File: src/rtl/axi_pkg.sv
// Shared types and beat arithmetic for the AXI4 burst master.
// Helper functions work on 64-bit addresses; callers size-cast in and out.
package axi_pkg;

  typedef enum logic [1:0] {
    FIXED = 2'd0,
    INCR  = 2'd1,
    WRAP  = 2'd2
  } burst_e;

  typedef enum logic [1:0] {
    OKAY   = 2'd0,
    EXOKAY = 2'd1,
    SLVERR = 2'd2,
    DECERR = 2'd3
  } resp_e;

  typedef enum logic [2:0] {
    IDLE,
    CHECK,
    WR_ADDR,
    WR_DATA,
    WR_RESP,
    RD_ADDR,
    RD_DATA,
    DONE
  } state_e;

  typedef struct packed {
    logic       write;
    logic [7:0] len;
    logic [2:0] size;
    logic [1:0] burst;
  } cmd_t;

  localparam int PAGE_BITS = 12;

  // EXOKAY folds to OKAY; the remaining codes already rank by value.
  function automatic logic [1:0] resp_max(input logic [1:0] a, input logic [1:0] b);
    logic [1:0] na;
    logic [1:0] nb;
    na = (a == EXOKAY) ? OKAY : a;
    nb = (b == EXOKAY) ? OKAY : b;
    return (na > nb) ? na : nb;
  endfunction

  function automatic logic [63:0] next_beat_addr(input logic [63:0] addr, input logic [2:0] size,
                                                 input logic [7:0] len, input logic [1:0] burst);
    logic [63:0] inc;
    logic [63:0] wsize;
    logic [63:0] base;
    inc   = addr + (64'd1 << size);
    wsize = (64'(len) + 64'd1) << size;
    base  = addr & ~(wsize - 64'd1);
    case (burst)
      INCR:    return inc;
      WRAP:    return (inc >= base + wsize) ? base : inc;
      default: return addr;
    endcase
  endfunction

  // addr is the byte lane offset of the beat within the data bus.
  function automatic logic [15:0] strb_gen(input logic [2:0] addr, input logic [2:0] size);
    return ((16'd1 << (16'd1 << size)) - 16'd1) << addr;
  endfunction

endpackage

File: src/rtl/axi_beat_addr_gen.sv
// Beat address and beat index tracker shared by the write and read data phases.
module axi_beat_addr_gen import axi_pkg::*; #(
  parameter int ADDR_W = 32
) (
  input  logic              clk,
  input  logic              rst,
  input  logic              load,
  input  logic              advance,
  input  logic [ADDR_W-1:0] start_addr,
  input  logic [2:0]        size,
  input  logic [7:0]        len,
  input  logic [1:0]        burst,
  output logic [ADDR_W-1:0] beat_addr,
  output logic [7:0]        beat_idx,
  output logic              is_last
);

  logic [ADDR_W-1:0] addr_reg;
  logic [ADDR_W-1:0] addr_next;
  logic [7:0]        idx_reg;
  logic [7:0]        idx_next;

  always_comb begin
    addr_next = addr_reg;
    idx_next  = idx_reg;
    if (load) begin
      addr_next = start_addr;
      idx_next  = 8'd0;
    end else if (advance) begin
      addr_next = ADDR_W'(next_beat_addr(64'(addr_reg), size, len, burst));
      idx_next  = idx_reg + 8'd1;
    end
  end

  always_ff @(posedge clk or posedge rst) begin
    if (rst) begin
      addr_reg <= '0;
      idx_reg  <= '0;
    end else begin
      addr_reg <= addr_next;
      idx_reg  <= idx_next;
    end
  end

  assign beat_addr = addr_reg;
  assign beat_idx  = idx_reg;
  assign is_last   = (idx_reg == len);

endmodule

File: src/rtl/axi_burst_master.sv
// Single-outstanding AXI4 burst master: validates a command, runs one AW/W/B or
// AR/R burst, and reports one merged completion per command.
module axi_burst_master import axi_pkg::*; #(
  parameter int ADDR_W = 32,
  parameter int DATA_W = 32,
  parameter int ID_W   = 4
) (
  input  logic              clk,
  input  logic              rst,
  input  logic              cmd_valid,
  output logic              cmd_ready,
  input  logic              cmd_write,
  input  logic [ADDR_W-1:0] cmd_addr,
  input  logic [7:0]        cmd_len,
  input  logic [2:0]        cmd_size,
  input  logic [1:0]        cmd_burst,
  input  logic [ID_W-1:0]   cmd_id,
  input  logic              wd_valid,
  output logic              wd_ready,
  input  logic [DATA_W-1:0] wd_data,
  output logic              rd_valid,
  output logic [DATA_W-1:0] rd_data,
  output logic              rd_last,
  output logic              done,
  output logic [1:0]        done_resp,
  output logic              done_err,
  output logic [ID_W-1:0]   awid,
  output logic [ADDR_W-1:0] awaddr,
  output logic [7:0]        awlen,
  output logic [2:0]        awsize,
  output logic [1:0]        awburst,
  output logic              awvalid,
  input  logic              awready,
  output logic [DATA_W-1:0] wdata,
  output logic [DATA_W/8-1:0] wstrb,
  output logic              wlast,
  output logic              wvalid,
  input  logic              wready,
  input  logic [ID_W-1:0]   bid,
  input  logic [1:0]        bresp,
  input  logic              bvalid,
  output logic              bready,
  output logic [ID_W-1:0]   arid,
  output logic [ADDR_W-1:0] araddr,
  output logic [7:0]        arlen,
  output logic [2:0]        arsize,
  output logic [1:0]        arburst,
  output logic              arvalid,
  input  logic              arready,
  input  logic [ID_W-1:0]   rid,
  input  logic [DATA_W-1:0] rdata,
  input  logic [1:0]        rresp,
  input  logic              rlast,
  input  logic              rvalid,
  output logic              rready
);

  localparam int STRB_W   = DATA_W / 8;
  localparam int SIZE_MAX = $clog2(STRB_W);

  state_e            state;
  state_e            state_next;
  cmd_t              cmd_reg;
  logic [ADDR_W-1:0] addr_reg;
  logic [ID_W-1:0]   id_reg;
  logic [1:0]        resp_reg;
  logic              err_reg;
  logic              cmd_ready_reg;
  logic              awvalid_reg;
  logic              arvalid_reg;
  logic              bready_reg;
  logic              rready_reg;

  logic              accept;
  logic              w_hs;
  logic              r_hs;
  logic              reject;
  logic [63:0]       addr64;
  logic [63:0]       last_byte;
  logic [ADDR_W-1:0] beat_addr;
  logic [7:0]        beat_idx;
  logic              is_last;

  assign accept = (state == IDLE) && cmd_valid && cmd_ready_reg;
  assign w_hs   = (state == WR_DATA) && wd_valid && wready;
  assign r_hs   = (state == RD_DATA) && rvalid;

  always_comb begin
    addr64    = 64'(addr_reg);
    last_byte = addr64 + ((64'(cmd_reg.len) + 64'd1) << cmd_reg.size) - 64'd1;
    reject    = 1'b0;
    if (int'(cmd_reg.size) > SIZE_MAX) reject = 1'b1;
    if (cmd_reg.burst == 2'd3) reject = 1'b1;
    if (cmd_reg.burst == WRAP && !(cmd_reg.len inside {8'd1, 8'd3, 8'd7, 8'd15})) reject = 1'b1;
    if (cmd_reg.burst == WRAP && (addr64 & ((64'd1 << cmd_reg.size) - 64'd1)) != 64'd0) reject = 1'b1;
    if (cmd_reg.burst == INCR && (last_byte >> PAGE_BITS) != (addr64 >> PAGE_BITS)) reject = 1'b1;
  end

  axi_beat_addr_gen #(.ADDR_W(ADDR_W)) u_addr_gen (
    .clk        (clk),
    .rst        (rst),
    .load       (state == CHECK),
    .advance    (w_hs || r_hs),
    .start_addr (addr_reg),
    .size       (cmd_reg.size),
    .len        (cmd_reg.len),
    .burst      (cmd_reg.burst),
    .beat_addr  (beat_addr),
    .beat_idx   (beat_idx),
    .is_last    (is_last)
  );

  always_ff @(posedge clk or posedge rst) begin
    if (rst) state <= IDLE;
    else     state <= state_next;
  end

  always_comb begin
    state_next = state;
    wvalid     = 1'b0;
    wdata      = '0;
    wd_ready   = 1'b0;
    wstrb      = '0;
    wlast      = 1'b0;
    rd_valid   = 1'b0;
    rd_data    = '0;
    rd_last    = 1'b0;
    case (state)
      IDLE:    if (accept) state_next = CHECK;
      CHECK: begin
        if (reject)             state_next = DONE;
        else if (cmd_reg.write) state_next = WR_ADDR;
        else                    state_next = RD_ADDR;
      end
      WR_ADDR: if (awready) state_next = WR_DATA;
      WR_DATA: begin
        wvalid   = wd_valid;
        wdata    = wd_data;
        wd_ready = wready;
        // Strobe and last are decoded from the registered beat state only.
        wstrb    = STRB_W'(strb_gen(3'(beat_addr) & 3'(STRB_W - 1), cmd_reg.size));
        wlast    = (beat_idx == cmd_reg.len);
        if (w_hs && is_last) state_next = WR_RESP;
      end
      WR_RESP: if (bvalid) state_next = DONE;
      RD_ADDR: if (arready) state_next = RD_DATA;
      RD_DATA: begin
        rd_valid = rvalid;
        rd_data  = rdata;
        rd_last  = rvalid && is_last;
        if (r_hs && is_last) state_next = DONE;
      end
      DONE:    state_next = IDLE;
      default: state_next = IDLE;
    endcase
  end

  always_ff @(posedge clk or posedge rst) begin
    if (rst) begin
      cmd_reg       <= '0;
      addr_reg      <= '0;
      id_reg        <= '0;
      resp_reg      <= OKAY;
      err_reg       <= 1'b0;
      cmd_ready_reg <= 1'b0;
      awvalid_reg   <= 1'b0;
      arvalid_reg   <= 1'b0;
      bready_reg    <= 1'b0;
      rready_reg    <= 1'b0;
    end else begin
      cmd_ready_reg <= (state_next == IDLE);
      awvalid_reg   <= (state_next == WR_ADDR);
      arvalid_reg   <= (state_next == RD_ADDR);
      bready_reg    <= (state_next == WR_RESP);
      rready_reg    <= (state_next == RD_DATA);
      if (accept) begin
        cmd_reg  <= '{write: cmd_write, len: cmd_len, size: cmd_size, burst: cmd_burst};
        addr_reg <= cmd_addr;
        id_reg   <= cmd_id;
        resp_reg <= OKAY;
        err_reg  <= 1'b0;
      end
      if (state == CHECK && reject) begin
        resp_reg <= SLVERR;
        err_reg  <= 1'b1;
      end
      if (state == WR_RESP && bvalid) begin
        resp_reg <= resp_max(resp_reg, bresp);
        if (bid != id_reg) err_reg <= 1'b1;
      end
      if (r_hs) begin
        resp_reg <= resp_max(resp_reg, rresp);
        if (rlast != is_last || rid != id_reg) err_reg <= 1'b1;
      end
    end
  end

  assign cmd_ready = cmd_ready_reg;
  assign awid      = id_reg;
  assign awaddr    = addr_reg;
  assign awlen     = cmd_reg.len;
  assign awsize    = cmd_reg.size;
  assign awburst   = cmd_reg.burst;
  assign awvalid   = awvalid_reg;
  assign arid      = id_reg;
  assign araddr    = addr_reg;
  assign arlen     = cmd_reg.len;
  assign arsize    = cmd_reg.size;
  assign arburst   = cmd_reg.burst;
  assign arvalid   = arvalid_reg;
  assign bready    = bready_reg;
  assign rready    = rready_reg;
  assign done      = (state == DONE);
  assign done_resp = done ? resp_reg : 2'b00;
  assign done_err  = done && err_reg;

endmodule

File: config.mk
export PLATFORM = sky130hd
export DESIGN_NAME = axi_burst_master
export DESIGN_NICKNAME = d
export VERILOG_FILES = /design/src/rtl/axi_pkg.sv /design/src/rtl/axi_beat_addr_gen.sv /design/src/rtl/axi_burst_master.sv
export SDC_FILE = /design/constraint.sdc
export NUM_CORES = 1
export LEC_CHECK = 0
export ABC_CLOCK_PERIOD_IN_PS = 7100
export CORE_UTILIZATION = 47
export DETAILED_ROUTE_END_ITERATION = 10
export PLACE_DENSITY = 0.87
export SLEW_MARGIN = 40
export SYNTH_ARGS = -nofsm -noshare
export SYNTH_HDL_FRONTEND = slang
export SYNTH_SLANG_ARGS = --single-unit
export TNS_END_PERCENT = 10
File: constraint.sdc
create_clock -name clk -period 7.1 [get_ports clk]
set_input_delay 1.42 -clock clk [delete_from_list [all_inputs] [get_ports clk]]
set_output_delay 1.42 -clock clk [all_outputs]
set_load 0.01 [all_outputs]
Yosys cells after proc, flatten, opt, wreduce, memory -nomap -nowiden
Index checks and enable logic that the tools add are counted.
{ "totals": {"regBits": 101, "inputBits": 136, "word_cells": 132, "output_inout_bits": 180} }
{ "op_classes": {"muxes": 44, "n_reduce_logical": 25, "bitwise": 3, "n_addsub": 9, "n_eq_ne": 26, "order_cmp": 4, "shifts": 5} }
{ "op_table": {"columns": ["operator", "count"], "rows": [
  ["64-bit by 1-bit subtractor with 64-bit output, second input constant", 3],
  ["32-bit two-way mux", 5],
  ["32-bit by 64-bit adder with 64-bit output", 2],
  ["32-bit by 64-bit bitwise AND with 64-bit output", 2],
  ["64-bit adder", 1],
  ["64-bit >= comparator", 1],
  ["64-bit NOT", 1],
  ["32-bit one-hot mux with 2 select lines", 1],
  ["64-bit nonzero test", 1],
  ["1-bit by 3-bit left shift with 64-bit output, first input constant", 1],
  ["64-bit by 3-bit left shift with 64-bit output", 1],
  ["52-bit by 20-bit inequality test with 1-bit output", 1],
  ["3-bit two-way mux", 8],
  ["3-bit one-hot mux with 8 select lines", 1],
  ["3-bit equality test, second input constant", 7],
  ["2-bit two-way mux", 10],
  ["1-bit two-way mux", 16],
  ["8-bit two-way mux", 2],
  ["1-bit by 16-bit left shift with 16-bit output, first input constant", 1],
  ["1-bit by 3-bit left shift with 16-bit output, first input constant", 1],
  ["16-bit by 2-bit left shift with 4-bit output", 1],
  ["16-bit by 1-bit subtractor with 16-bit output, second input constant", 1],
  ["1-bit logical AND", 14],
  ["8-bit by 1-bit adder with 9-bit output, second input constant", 1],
  ["other kinds (22)", 33]
]} }

Logic depth before layout (Yosys ltp)
{ "depth": {"depth_word": 13, "ltp_mapped": 38} }

By module
A second synthesis with hierarchy kept.
{ "hier_totals": {"cells_unflattened": 1791, "hier_area_um2": 13406.6} }
{ "by_module_without_submodules": {"columns": ["module", "seq_area_each_um2", "cells_each", "area_each_um2", "instances"], "rows": [
  ["axi_burst_master", 1526.5, 953, 7016.7, 1],
  ["axi_beat_addr_gen", 1001.0, 838, 6389.9, 1]
]} }

Worst setup path before layout
Ideal clock, no wire load.
{ "synth_path": {"path_kind": "reg2reg", "start": "register cmd_reg, in the netlist arlen[0]", "end": "register u_addr_gen.addr_reg[12], in the netlist u_addr_gen.beat_addr[12]", "synth_period_minus_slack_ns": 7.022, "slack_ns": 0.078, "required_ns": 6.974, "stages_incl_launch_ff": 35, "t_arrival_ns": 6.896, "path_cell_list": "dfrtp_1 > ha_1 > buf_6 > and4_1 > nor3_1 > nor3_1 > mux4_2 > nor4b_4 > nand2_1 > nor4_1 > ha_1 > and2_1 > ha_1 > and2_1 > or2_2 > a2111o_1 > a31oi_2 > nor2_2 > nand3_1 > mux2i_1 > ha_1 > a21o_1 > a21o_1 > a21o_1 > a21oi_1 > o21ai_0 > a31o_2 > a211oi_1 > a31oi_1 > clkbuf_1 > clkbuf_1 > o21ai_0 > nand2_1 > a221oi_1 > nor2_1"} }
{ "synth_between": {"elab_chain_cells": 11} }
{ "synth_rtl": {"columns": ["element", "line", "source"], "rows": [
  ["start, declared", "axi_burst_master.sv:63", "cmd_t cmd_reg;"],
  ["start signal, assigned", "axi_burst_master.sv:177", "cmd_reg <= '{write: cmd_write, len: cmd_len, size: cmd_size, burst: cmd_burst};"],
  ["8-bit by 1-bit adder with 9-bit output *", "axi_pkg.sv:53", "wsize = (64'(len) + 64'd1) << size;"],
  ["64-bit by 3-bit left shift with 64-bit output *", "axi_pkg.sv:53", null],
  ["64-bit by 1-bit subtractor with 64-bit output", "axi_pkg.sv:54", "base = addr & ~(wsize - 64'd1);"],
  ["64-bit NOT", "axi_pkg.sv:54", null],
  ["32-bit by 64-bit bitwise AND with 64-bit output", "axi_pkg.sv:54", null],
  ["64-bit adder", "axi_pkg.sv:57", "WRAP: return (inc >= base + wsize) ? base : inc;"],
  ["64-bit >= comparator", "axi_pkg.sv:57", null],
  ["32-bit two-way mux *", "axi_pkg.sv:57", null],
  ["32-bit one-hot mux with 2 select lines *", "axi_pkg.sv:55", "case (burst)"],
  ["32-bit two-way mux *", "axi_beat_addr_gen.sv:29", "end else if (advance) begin"],
  ["32-bit two-way mux *", "axi_beat_addr_gen.sv:26", "if (load) begin"],
  ["end signal, assigned", "axi_beat_addr_gen.sv:40", "addr_reg <= addr_next;"],
  ["end, declared", "axi_beat_addr_gen.sv:18", "logic [ADDR_W-1:0] addr_reg;"]
]} }
Mark *: on every way between the ends. The rest lies on a longest branch, timed or not. The select of a mux whose other input is x is not followed.
A chain may end at the register's enable or synchronous reset.

Final worst setup path
{ "layout_path": {"start": "register cmd_reg, in the netlist arlen[1]", "end": "register u_addr_gen.addr_reg[9], in the netlist u_addr_gen.beat_addr[9]"} }
Same word-level chain as after synthesis.

==> run metrics <==
Post-Synth Simple-Gate Area 25.9%; crit-path max FO 7; YS warnings 0; Worst-Margin Slew about 0.85 ns; post-route minimum period approximately 6.9 ns; initial core utilization 48.3%; IO Port Bufs 315; clock tree buffer depth 2; CTS buffer count 9; worst rel slew slack between 40% and 50%; Critical Path Source Type register; Post-synth EDFFs 0; VDD IR max between 0.2 and 0.3 mV; fraction of layout cells with a size suffix above 1 between 10% and 20%; Crit path required time approximately 7.4 ns; pre-CTS WS -0.132 ns; Via Count 13,942; first-pass GRT wire length about 71,000 um; Pleak 7.40 nW; nets 2,172; root buffer cell clkbuf_16; FP Rows 59; Setup-failing EPs final 0; global router's overall resource usage between 30 and 40%; Post-synth ARST share 100%; CTS sink cnt between 100 and 150; overall power 10.7 mW; largest net degree at the start of global routing 55; Hold Worst Slack about 0.53 ns; Synth Area in Adders slightly below 10%; GRT overflow 0; drt pass-1 iters 9; CTS tree built; Detailed Place HPWL about 36,000 um; vias in the first global route between 10,000 and 15,000; WL/cell 20.5 um; Post-Syn Area roughly 13,000 sq um; CP max stage cell dfrtp_1; Synth Area in XOR/XNOR approximately 7.6%; routed wire length 46,600 um; post-route cell area 16,800 sq um; H-tree depth 3; initial antenna violation count 1; Final ANT Viol Nets 0; Core ar. between 20,000 and 30,000 sq um; # DRC 1; status finished, violations left; syn_area_per_cell 7.69 sq um; worst skew pair latency 0.37 ns; Net Count, Synth between 1,500 and 2,000; Distinct cells, synth between 100 and 150; post-synthesis compound-gate area fraction 23.1%; # fillers roughly 2,200; Max Fclk 0.145 GHz; Die Span X between 150 and 200 um; multiplexer area fraction after synthesis between 3 and 4%; crit-path max cell delay between 0.4 and 0.5 ns; IO Pins about 320; Critical Path AT 7.15 ns; Seq/Total Area, Yosys between 10% and 20%; fin. max-slew vios 0; Area Overhead vs Synth 33.1%; Hold Crit Class register to register; cell mode on critical path buf_4; DRT iter0 DRCs 1,290; most common cell after layout, fill and taps aside clkdlybuf4s50_1; WS Path Type register to register; Gate Count Post-Synth approximately 1,600; register bit total from synthesis 101; clk_skew 0.0140 ns; CTS clk-pin slew, worst paths roughly 0.070 ns; Die ar. 27,600 sq um; Synth Flop Type dfrtp_1; antenna cell count 0; largest family of logic cells by synthesized area simple AND/OR/NAND/NOR gates; power per cell area roughly 630 nW/um^2; failing checks design-rule violations; Final WS setup 0.198 ns; Placer Congestion 0.951; most frequent cells in the layout clkdlybuf4s50_1, nand2_1, buf_4; Hold Vio Cnt, Final 0; CP Capture Type register; Final period util 97.2%; Post-DP Area 16,200 sq um; max cap viols 0; chip height around 170 um; drt via density between 6 and 7
==> cells in the mapped netlist (all sizes together) (16+ instances only) <==
master | instances | share of area [%]
nand3 | 40 | 1.7
inv | 87 | 2.6
and2 | 51 | 2.5
nand2b | 32 | 1.6
and3 | 50 | 2.5
o21ai | 103 | 4.1
buf | 87 | 5.0
a211oi | 18 | 1.2
a21o | 56 | 3.3
nor2 | 105 | 3.2
a21oi | 88 | 3.6
nand2 | 180 | 5.3
nand4 | 29 | 1.4
nor4 | 21 | 1.3
nor3 | 39 | 1.6
dfrtp | 101 | 20
xor2 | 43 | 3.1
clkbuf | 70 | 2.1
ha | 98 | 9.7
o211ai | 16 | 1.1
mux2 | 26 | 2.4
xnor2 | 65 | 4.5
mux2i | 16 | 1.3
==> where the power goes <==
part	total, mW	internal (mW)	leakage, nW	switching (mW)
sequential	1.40	0.838	1.21	0.562
combinational	8.77	4.01	6.05	4.76
clock	0.499	0.251	0.140	0.248
==> repair_timing <==
action,4_1_cts,5_1_grt
pin swaps,2,26
cloned,0,3
endpoints found under the setup margin,32,32
buffers inserted,0,8
gates resized for setup,9,47
hold buffers,0,0
==> final timing paths <==
path	startpoint	end	slack (ns)	cells past startpoint
worst max-delay path	arlen[1]$_DFFE_PP0P_	u_addr_gen.beat_addr[9]$_DFFE_PP0P_	0.20	33
worst min-delay path	err_reg$_DFF_PP0_	err_reg$_DFF_PP0_	0.53	2
worst max register to register	arlen[1]$_DFFE_PP0P_	u_addr_gen.beat_addr[9]$_DFFE_PP0P_	0.20	33
worst min register to register	err_reg$_DFF_PP0_	err_reg$_DFF_PP0_	0.53	2
max in group asynchronous	rst	u_addr_gen.beat_addr[7]$_DFFE_PP0P_	4.43	3
min in group asynchronous	rst	arburst[1]$_DFFE_PP0P_	1.48	2
==> area by class of cell <==
class,count,area (sq um),share of cell area (%)
Inverter,88,333,1.98
Multi-Input combinational cell,1302,9160,54.4
Timing Repair Buffer,435,4120,24.5
Sequential cell,101,2530,15.0
Tap cell,335,419,2.49
Clock inverter,6,43.8,0.260
Clock buffer,10,239,1.42
==> stage by stage <==
step	setup TNS (ns)	cells	util (%)
after floorplan	0	1647	-
after global placement	0	2250	61.8
after detailed placement	-1.25	2250	61.8
after CTS	-0.0170	2266	63.0
after global routing	-0.442	2277	64.3
final	0	2277	64.3
==> kinds of logic (layout without fill, tap and decap cells) <==
kind of cell	Yosys count	in the layout
AOI/OAI and AO/OA	425	426
xor gates and xnor gates	108	108
adders and majority gates	99	99
buffers and inverters	245	539
DFF	101	101
muxes	43	43
and+or+nand+nor	626	626
==> worst max-delay path, delay by kind of cell, from the launching register on <==
family | cells | cell delay [ns]
xor+xnor | 1 | 0.11
mux | 1 | 0.28
fa+ha+maj | 3 | 0.83
compound gates | 13 | 2.57
simple gates | 10 | 1.69
flops | 1 | 0.42
buf+inv | 5 | 0.88
==> metal layers <==
metal,track usage [%],vias to the layer above,wire length (um)
li1,-,6448,-
met1,41.9,6621,18900
met2,54.1,750,22200
met3,4.39,121,3900
met4,12.8,2,1600
met5,0,-,13
Note: power is estimated with default switching activity, not from simulation.
